$ cat src/rtl/pipe_hazard_ctrl_if.sv
// Hazard-control bundle between the pipeline datapath and the stall/flush sequencer.
// master = sequencer (drives stage controls), slave = pipeline datapath.
interface pipe_hazard_ctrl_if #(
  parameter int PC_W = 64
);
  logic            imem_stall;
  logic            dmem_stall;
  logic [4:0]      id_rs1;
  logic [4:0]      id_rs2;
  logic            id_use_rs1;
  logic            id_use_rs2;
  logic [4:0]      ex_dst;
  logic            ex_memread;
  logic            ex_muldiv_start;
  logic            ex_branch_taken;
  logic [PC_W-1:0] ex_branch_target;

  logic            stall_if;
  logic            stall_id;
  logic            stall_ex;
  logic            stall_mem;
  logic            flush_if;
  logic            flush_id;
  logic            flush_ex;
  logic            flush_mem;
  logic            redirect_valid;
  logic [PC_W-1:0] redirect_pc;
  logic            muldiv_done;

  modport master (
    input  imem_stall, dmem_stall, id_rs1, id_rs2, id_use_rs1, id_use_rs2,
           ex_dst, ex_memread, ex_muldiv_start, ex_branch_taken, ex_branch_target,
    output stall_if, stall_id, stall_ex, stall_mem,
           flush_if, flush_id, flush_ex, flush_mem,
           redirect_valid, redirect_pc, muldiv_done
  );

  modport slave (
    output imem_stall, dmem_stall, id_rs1, id_rs2, id_use_rs1, id_use_rs2,
           ex_dst, ex_memread, ex_muldiv_start, ex_branch_taken, ex_branch_target,
    input  stall_if, stall_id, stall_ex, stall_mem,
           flush_if, flush_id, flush_ex, flush_mem,
           redirect_valid, redirect_pc, muldiv_done
  );
endinterface

$ cat src/rtl/pipe_hazard_ctrl.sv
// Stall/flush sequencer for the 5-stage pipeline: memory waits, mul/div occupancy,
// load-use hazards and branch redirects. Optional perf counters: PIPE_HAZARD_PERF_EN.
module pipe_hazard_ctrl #(
  parameter int MULDIV_LAT = 64,
  parameter int PC_W       = 64
) (
  input  logic                clk,
  input  logic                reset,
  pipe_hazard_ctrl_if.master  bus
`ifdef PIPE_HAZARD_PERF_EN
  ,
  output logic [63:0]         perf_dstall_cnt,
  output logic [63:0]         perf_mstall_cnt,
  output logic [63:0]         perf_luse_cnt,
  output logic [63:0]         perf_flush_cnt
`endif
);

  localparam int              CNT_W    = $clog2(MULDIV_LAT);
  localparam logic [CNT_W-1:0] CNT_LOAD = CNT_W'(MULDIV_LAT - 2);

  typedef enum logic {IDLE, BUSY} state_t;

  state_t          state;
  logic [CNT_W-1:0] cnt;
  logic            pend;
  logic [PC_W-1:0] pend_pc;

  logic dstall;
  logic luse;
  logic mstall;
  logic br;
  logic luse_eff;
  logic done;

  always_comb begin
    dstall = bus.dmem_stall;
    luse   = bus.ex_memread && (bus.ex_dst != 5'd0) &&
             (((bus.ex_dst == bus.id_rs1) && bus.id_use_rs1) ||
              ((bus.ex_dst == bus.id_rs2) && bus.id_use_rs2));
    // The start cycle already occupies EX; the cnt==0 cycle releases the stall.
    mstall = ((state == IDLE) && bus.ex_muldiv_start && !dstall) ||
             ((state == BUSY) && (cnt != '0));
    done   = (state == BUSY) && (cnt == '0) && !dstall;
    br     = bus.ex_branch_taken && !dstall && !mstall && (state == IDLE);
    // A taken branch squashes the ID instruction, so its load-use stall is moot.
    luse_eff = luse && !dstall && !br;
  end

  always_comb begin
    bus.stall_if       = 1'b0;
    bus.stall_id       = 1'b0;
    bus.stall_ex       = 1'b0;
    bus.stall_mem      = 1'b0;
    bus.flush_if       = 1'b1;
    bus.flush_id       = 1'b1;
    bus.flush_ex       = 1'b1;
    bus.flush_mem      = 1'b1;
    bus.redirect_valid = 1'b0;
    bus.redirect_pc    = '0;
    bus.muldiv_done    = 1'b0;
    if (reset) begin
      bus.stall_if       = dstall || mstall || luse_eff;
      bus.stall_id       = dstall || mstall || luse_eff;
      bus.stall_ex       = dstall || mstall;
      bus.stall_mem      = dstall;
      bus.flush_if       = br || pend || bus.imem_stall;
      bus.flush_id       = br || luse_eff;
      bus.flush_ex       = mstall;
      bus.flush_mem      = dstall;
      bus.redirect_valid = br || pend;
      if (br)
        bus.redirect_pc = bus.ex_branch_target;
      else if (pend)
        bus.redirect_pc = pend_pc;
      bus.muldiv_done    = done;
    end
  end

  // Control state: mul/div occupancy FSM and pending-redirect flag.
  always_ff @(posedge clk or negedge reset) begin
    if (!reset) begin
      state <= IDLE;
      cnt   <= '0;
      pend  <= 1'b0;
    end else begin
      case (state)
        IDLE: begin
          if (bus.ex_muldiv_start && !dstall) begin
            state <= BUSY;
            cnt   <= CNT_LOAD;
          end
        end
        BUSY: begin
          if (!dstall) begin
            if (cnt == '0)
              state <= IDLE;
            else
              cnt <= cnt - CNT_W'(1);
          end
        end
        default: begin
          state <= IDLE;
          cnt   <= '0;
        end
      endcase

      if (br && bus.imem_stall)
        pend <= 1'b1;
      else if (!bus.imem_stall)
        pend <= 1'b0;
    end
  end

  // Redirect target capture; only observed while pend is set.
  always_ff @(posedge clk) begin
    if (br && bus.imem_stall)
      pend_pc <= bus.ex_branch_target;
  end

`ifdef PIPE_HAZARD_PERF_EN
  function automatic logic [63:0] sat_inc(input logic [63:0] v);
    return (&v) ? v : v + 64'd1;
  endfunction

  // Each cycle is credited to the highest active priority level only.
  always_ff @(posedge clk or negedge reset) begin
    if (!reset) begin
      perf_dstall_cnt <= '0;
      perf_mstall_cnt <= '0;
      perf_luse_cnt   <= '0;
      perf_flush_cnt  <= '0;
    end else begin
      if (dstall)
        perf_dstall_cnt <= sat_inc(perf_dstall_cnt);
      else if (mstall)
        perf_mstall_cnt <= sat_inc(perf_mstall_cnt);
      else if (luse_eff)
        perf_luse_cnt <= sat_inc(perf_luse_cnt);
      else if (br)
        perf_flush_cnt <= sat_inc(perf_flush_cnt);
    end
  end
`endif

endmodule

$ cat src/flat_wrapper.sv
// flat-port wrapper written by rule: the top's interface ports become plain ports
module pipe_hazard_ctrl_flat 
#(
  parameter int MULDIV_LAT = 64,
  parameter int PC_W       = 64
)
  (clk, reset, bus_imem_stall, bus_dmem_stall, bus_id_rs1, bus_id_rs2, bus_id_use_rs1, bus_id_use_rs2, bus_ex_dst, bus_ex_memread, bus_ex_muldiv_start, bus_ex_branch_taken, bus_ex_branch_target, bus_stall_if, bus_stall_id, bus_stall_ex, bus_stall_mem, bus_flush_if, bus_flush_id, bus_flush_ex, bus_flush_mem, bus_redirect_valid, bus_redirect_pc, bus_muldiv_done);
  pipe_hazard_ctrl_if #(.PC_W(PC_W)) bus_i ();
  input  logic clk;
  input  logic reset;
  input wire logic [$bits(bus_i.imem_stall)-1:0] bus_imem_stall;
  input wire logic [$bits(bus_i.dmem_stall)-1:0] bus_dmem_stall;
  input wire logic [$bits(bus_i.id_rs1)-1:0] bus_id_rs1;
  input wire logic [$bits(bus_i.id_rs2)-1:0] bus_id_rs2;
  input wire logic [$bits(bus_i.id_use_rs1)-1:0] bus_id_use_rs1;
  input wire logic [$bits(bus_i.id_use_rs2)-1:0] bus_id_use_rs2;
  input wire logic [$bits(bus_i.ex_dst)-1:0] bus_ex_dst;
  input wire logic [$bits(bus_i.ex_memread)-1:0] bus_ex_memread;
  input wire logic [$bits(bus_i.ex_muldiv_start)-1:0] bus_ex_muldiv_start;
  input wire logic [$bits(bus_i.ex_branch_taken)-1:0] bus_ex_branch_taken;
  input wire logic [$bits(bus_i.ex_branch_target)-1:0] bus_ex_branch_target;
  output wire logic [$bits(bus_i.stall_if)-1:0] bus_stall_if;
  output wire logic [$bits(bus_i.stall_id)-1:0] bus_stall_id;
  output wire logic [$bits(bus_i.stall_ex)-1:0] bus_stall_ex;
  output wire logic [$bits(bus_i.stall_mem)-1:0] bus_stall_mem;
  output wire logic [$bits(bus_i.flush_if)-1:0] bus_flush_if;
  output wire logic [$bits(bus_i.flush_id)-1:0] bus_flush_id;
  output wire logic [$bits(bus_i.flush_ex)-1:0] bus_flush_ex;
  output wire logic [$bits(bus_i.flush_mem)-1:0] bus_flush_mem;
  output wire logic [$bits(bus_i.redirect_valid)-1:0] bus_redirect_valid;
  output wire logic [$bits(bus_i.redirect_pc)-1:0] bus_redirect_pc;
  output wire logic [$bits(bus_i.muldiv_done)-1:0] bus_muldiv_done;
  assign bus_i.imem_stall = bus_imem_stall;
  assign bus_i.dmem_stall = bus_dmem_stall;
  assign bus_i.id_rs1 = bus_id_rs1;
  assign bus_i.id_rs2 = bus_id_rs2;
  assign bus_i.id_use_rs1 = bus_id_use_rs1;
  assign bus_i.id_use_rs2 = bus_id_use_rs2;
  assign bus_i.ex_dst = bus_ex_dst;
  assign bus_i.ex_memread = bus_ex_memread;
  assign bus_i.ex_muldiv_start = bus_ex_muldiv_start;
  assign bus_i.ex_branch_taken = bus_ex_branch_taken;
  assign bus_i.ex_branch_target = bus_ex_branch_target;
  assign bus_stall_if = bus_i.stall_if;
  assign bus_stall_id = bus_i.stall_id;
  assign bus_stall_ex = bus_i.stall_ex;
  assign bus_stall_mem = bus_i.stall_mem;
  assign bus_flush_if = bus_i.flush_if;
  assign bus_flush_id = bus_i.flush_id;
  assign bus_flush_ex = bus_i.flush_ex;
  assign bus_flush_mem = bus_i.flush_mem;
  assign bus_redirect_valid = bus_i.redirect_valid;
  assign bus_redirect_pc = bus_i.redirect_pc;
  assign bus_muldiv_done = bus_i.muldiv_done;
  pipe_hazard_ctrl #(.MULDIV_LAT(MULDIV_LAT), .PC_W(PC_W)) u_core (.clk(clk), .reset(reset), .bus(bus_i));
endmodule
$ cat config.mk
export PLATFORM = sky130hd
export DESIGN_NAME = pipe_hazard_ctrl_flat
export DESIGN_NICKNAME = d
export VERILOG_FILES = /design/src/rtl/pipe_hazard_ctrl_if.sv /design/src/rtl/pipe_hazard_ctrl.sv /design/src/flat_wrapper.sv
export SDC_FILE = /design/constraint.sdc
export NUM_CORES = 1
export LEC_CHECK = 0
export CAP_MARGIN = 10
export CORE_UTILIZATION = 41
export DETAILED_ROUTE_END_ITERATION = 8
export PLACE_DENSITY = 0.77
export SYNTH_ARGS = -nofsm -noshare
export SYNTH_HDL_FRONTEND = slang
export SYNTH_SLANG_ARGS = --single-unit
$ cat constraint.sdc
create_clock -name clk -period 3.9 [get_ports clk]
set_input_delay 0.39 -clock clk [delete_from_list [all_inputs] [get_ports clk]]
set_output_delay 0.39 -clock clk [all_outputs]
set_load 0.005 [all_outputs]
==> flow_summary.ini <==
[place]
place.gp.congestion = 0.851
dp_hpwl_um = 6420
io_buffers = 161
dpl.cell_count = 569

[sta]
worst_pin_slew_ns = 0.607
max_freq_ghz = 0.308
post-route-period-util_pct = 83.2
slew-limit-headroom_pct = 59.4
finalSetupViolations = 0
fin_crit_ns = 3.25
timing.setup.tns_ns = 0
hold-worst-slack_ns = 0.328
slew_viol_final = 0
rsz0062_at_grt = no
fin_skew_ns = 0.00596
hold_viol = 0

[setup_path]
crit_buf_inv = 3
crit_path_max_incr_delay_ns = 0.50
worstRegToRegCells = 4
cpMaxStageDelayCell = clkdlybuf4s50_1
start_kind = primary input
endpoint = bus_redirect_pc[34]
crit_fanout = 24
crit_type = primary input to primary output
worst_ep_required_time_ns = 3.51
reg2reg_slack_ns = 1.76
setup.worst_path.end_class = primary output
worstPathArrival_ns = 2.86
crit_chain = clkdlybuf4s50_1 > nor2_2 > nand3b_1 > and3_1 > buf_4 > a22o_1 > clkdlybuf4s50_1
reg2reg_to = u_core.pend_pc[9]$_DFFE_PP_
cpMostUsedCell = clkdlybuf4s50_1
cp-startpoint = bus_ex_muldiv_start
r2r-start = u_core.state$_DFF_PN0_
path_depth = 7
crit_family = buffers and inverters

[layout]
fin_cells = 585
diodes = 0
fin_util_pct = 66.1
syn_to_final_growth_pct = 56.9
final_layout_size_suffix_gt1_share_pct = 6.67
nets = 565
fill_cells = 664

[floorplanning]
die_h_um = 93.6
rows = 33
io_pins = 162
coreArea_um2 = 8180
dieArea_um2 = 8770
dieWidth_um = 93.6
start_util_pct = 42.1

[cts]
cts_setup_buffers = 0
cts-buffers-inserted = 9
clockBufferDepth = 2
clock-sinks = 72
ctsHtreeMaxLevel = 3
clk_latency_ns = 0.34
cts_tree = yes
cts_resized = 0
postCtsHoldBufs = 0
clkTransAtPathRegs_ns = 0.08
root_buffer = clkbuf_8

[route]
drcViolationCount = 0
num_vias = 2984
ant_nets = 0
first_iter_violations = 67
wire_per_inst_um = 15.0
drt_pre_antenna_iters = 4
wl_um = 8800
vias_per_cell = 5.10

[power]
leakagePower_uw = 0.00195
peakVddDrop_mv = 0.222
powerDensity_nw_per_um2 = 342
total_power_uw = 1850

[synth]
netlist_area_um2 = 3440
syn_area_per_cell_um2 = 11.0
ys.flop_type = edfxtp_1
ys_warn_count = 0
ys_seq_area_share_pct = 61.6
synth-edff-count = 64
synth_seq_cells = 72
synth.distinct_cells = 41
postSynthCellCount = 313
synthArstFlopShare_pct = 11.1
synth_nets = 403

[job]
maxCapViolations = 0

[global_routing]
grt.total_usage_pct = 20.4
grt-ovfl-total = 0
grt_pass1_vias = 2793
grt_max_degree = 35
grt_pass1_wl_um = 13500
antenna_found_initial = 0

[min_path]
hold_class = primary input to async pin

[outcome]
outcome = finished, final reports clean
==> routing by layer <==
layer	vias to the layer above	part of all wire, %	global-route usage (%)
li1	1455	-	-
met1	1381	41	25.2
met2	138	49	33.8
met3	10	8.5	5.45
met4	0	1.4	7.95
met5	-	0	0
==> how the worst min path moves through the flow <==
stage / endpoint / cells after the start
2_1_floorplan: u_core.cnt[0]$_DFFE_PN0P_ / 0
3_3_place_gp: u_core.cnt[4]$_DFFE_PN0P_ / 2
3_5_place_dp: u_core.cnt[4]$_DFFE_PN0P_ / 2
4_1_cts: u_core.cnt[4]$_DFFE_PN0P_ / 1
5_1_grt: u_core.cnt[3]$_DFFE_PN0P_ / 1
6_report: u_core.cnt[4]$_DFFE_PN0P_ / 1
==> worst reg2reg max path: stages (launching register included) <==
cell and delay [ns]:
dfrtp_1 0.48, nor4b_4 0.46, buf_4 0.31, and2_2 0.18
buf_4 0.36
==> power breakdown <==
| group | total, uW | leakage, uW | internal (uW) | switching (uW) |
|---|---|---|---|---|
| Combinational | 293 | 0.00117 | 168 | 125 |
| Sequential | 910 | 0.000663 | 874 | 35.7 |
| Clock | 643 | 0.000110 | 361 | 282 |
| Total | 1850 | 0.00195 | 1400 | 442 |
==> final cells by class <==
| class | instances | area [um^2] | share of cell area (%) |
|---|---|---|---|
| inverter | 6 | 22.5 | 0.417 |
| timing repair buffer | 171 | 1700 | 31.5 |
| multi-input combinational | 215 | 1210 | 22.4 |
| clock buffer | 9 | 124 | 2.29 |
| clock inverter | 7 | 95.1 | 1.76 |
| sequential | 72 | 2120 | 39.3 |
| tap | 105 | 131 | 2.43 |
==> placed cells by master (no fill, tap or decap), types with 4 or more instances in the layout <==
master	instances
xor2_1	8
nand3_1	4
a22o_1	24
clkdlybuf4s50_1	161
clkbuf_8	9
nand2_1	85
buf_4	9
a21oi_1	41
edfxtp_1	64
nor2_1	7
nand2b_1	4
inv_1	5
dfrtp_1	8
o21ai_1	5
==> synth_stat cells (2+ instances only) <==
cell | instances | area (um^2)
a22o_1 | 24 | 210
o31ai_1 | 2 | 15.0
o21ai_0 | 2 | 10.0
a21oi_1 | 41 | 205
nor2_1 | 7 | 26.3
nand2_1 | 85 | 319
and2_1 | 3 | 18.8
xor2_1 | 8 | 70.1
dfrtp_1 | 8 | 200
mux2i_1 | 2 | 20.0
buf_6 | 2 | 22.5
edfxtp_1 | 64 | 1920
nand2b_1 | 4 | 25.0
o21ai_1 | 6 | 30.0
xnor2_1 | 2 | 17.5
buf_2 | 2 | 10.0
ha_1 | 2 | 25.0
or4_1 | 2 | 15.0
buf_4 | 3 | 22.5
nand3_1 | 4 | 20.0
clkbuf_1 | 13 | 48.8
o311ai_1 | 2 | 17.5
inv_1 | 5 | 18.8
nor4_1 | 2 | 12.5
nor2b_1 | 2 | 12.5
==> registers in the layout, indices dropped and copies added (netlist names) <==
register and flops:
u_core.cnt 6, u_core.pend 1, u_core.pend_pc 64, u_core.state 1
==> metrics by stage <==
step	setup slack [ns]	area, um^2
floorplan	0.755	3440
global placement	0.808	5180
detailed placement	0.702	5180
CTS	0.671	5400
global route	0.541	5400
finish	0.655	5400
==> cell families after synthesis <==
kind of cell | Yosys count | synth area share (%)
simple gates | 118 | 15.4
compound gates | 83 | 15.5
flops | 72 | 61.6
buf+inv | 26 | 3.67
xor+xnor | 10 | 2.54
mux | 2 | 0.581
fa+ha+maj | 2 | 0.727
No activity file was read; power rests on OpenSTA's default activity.
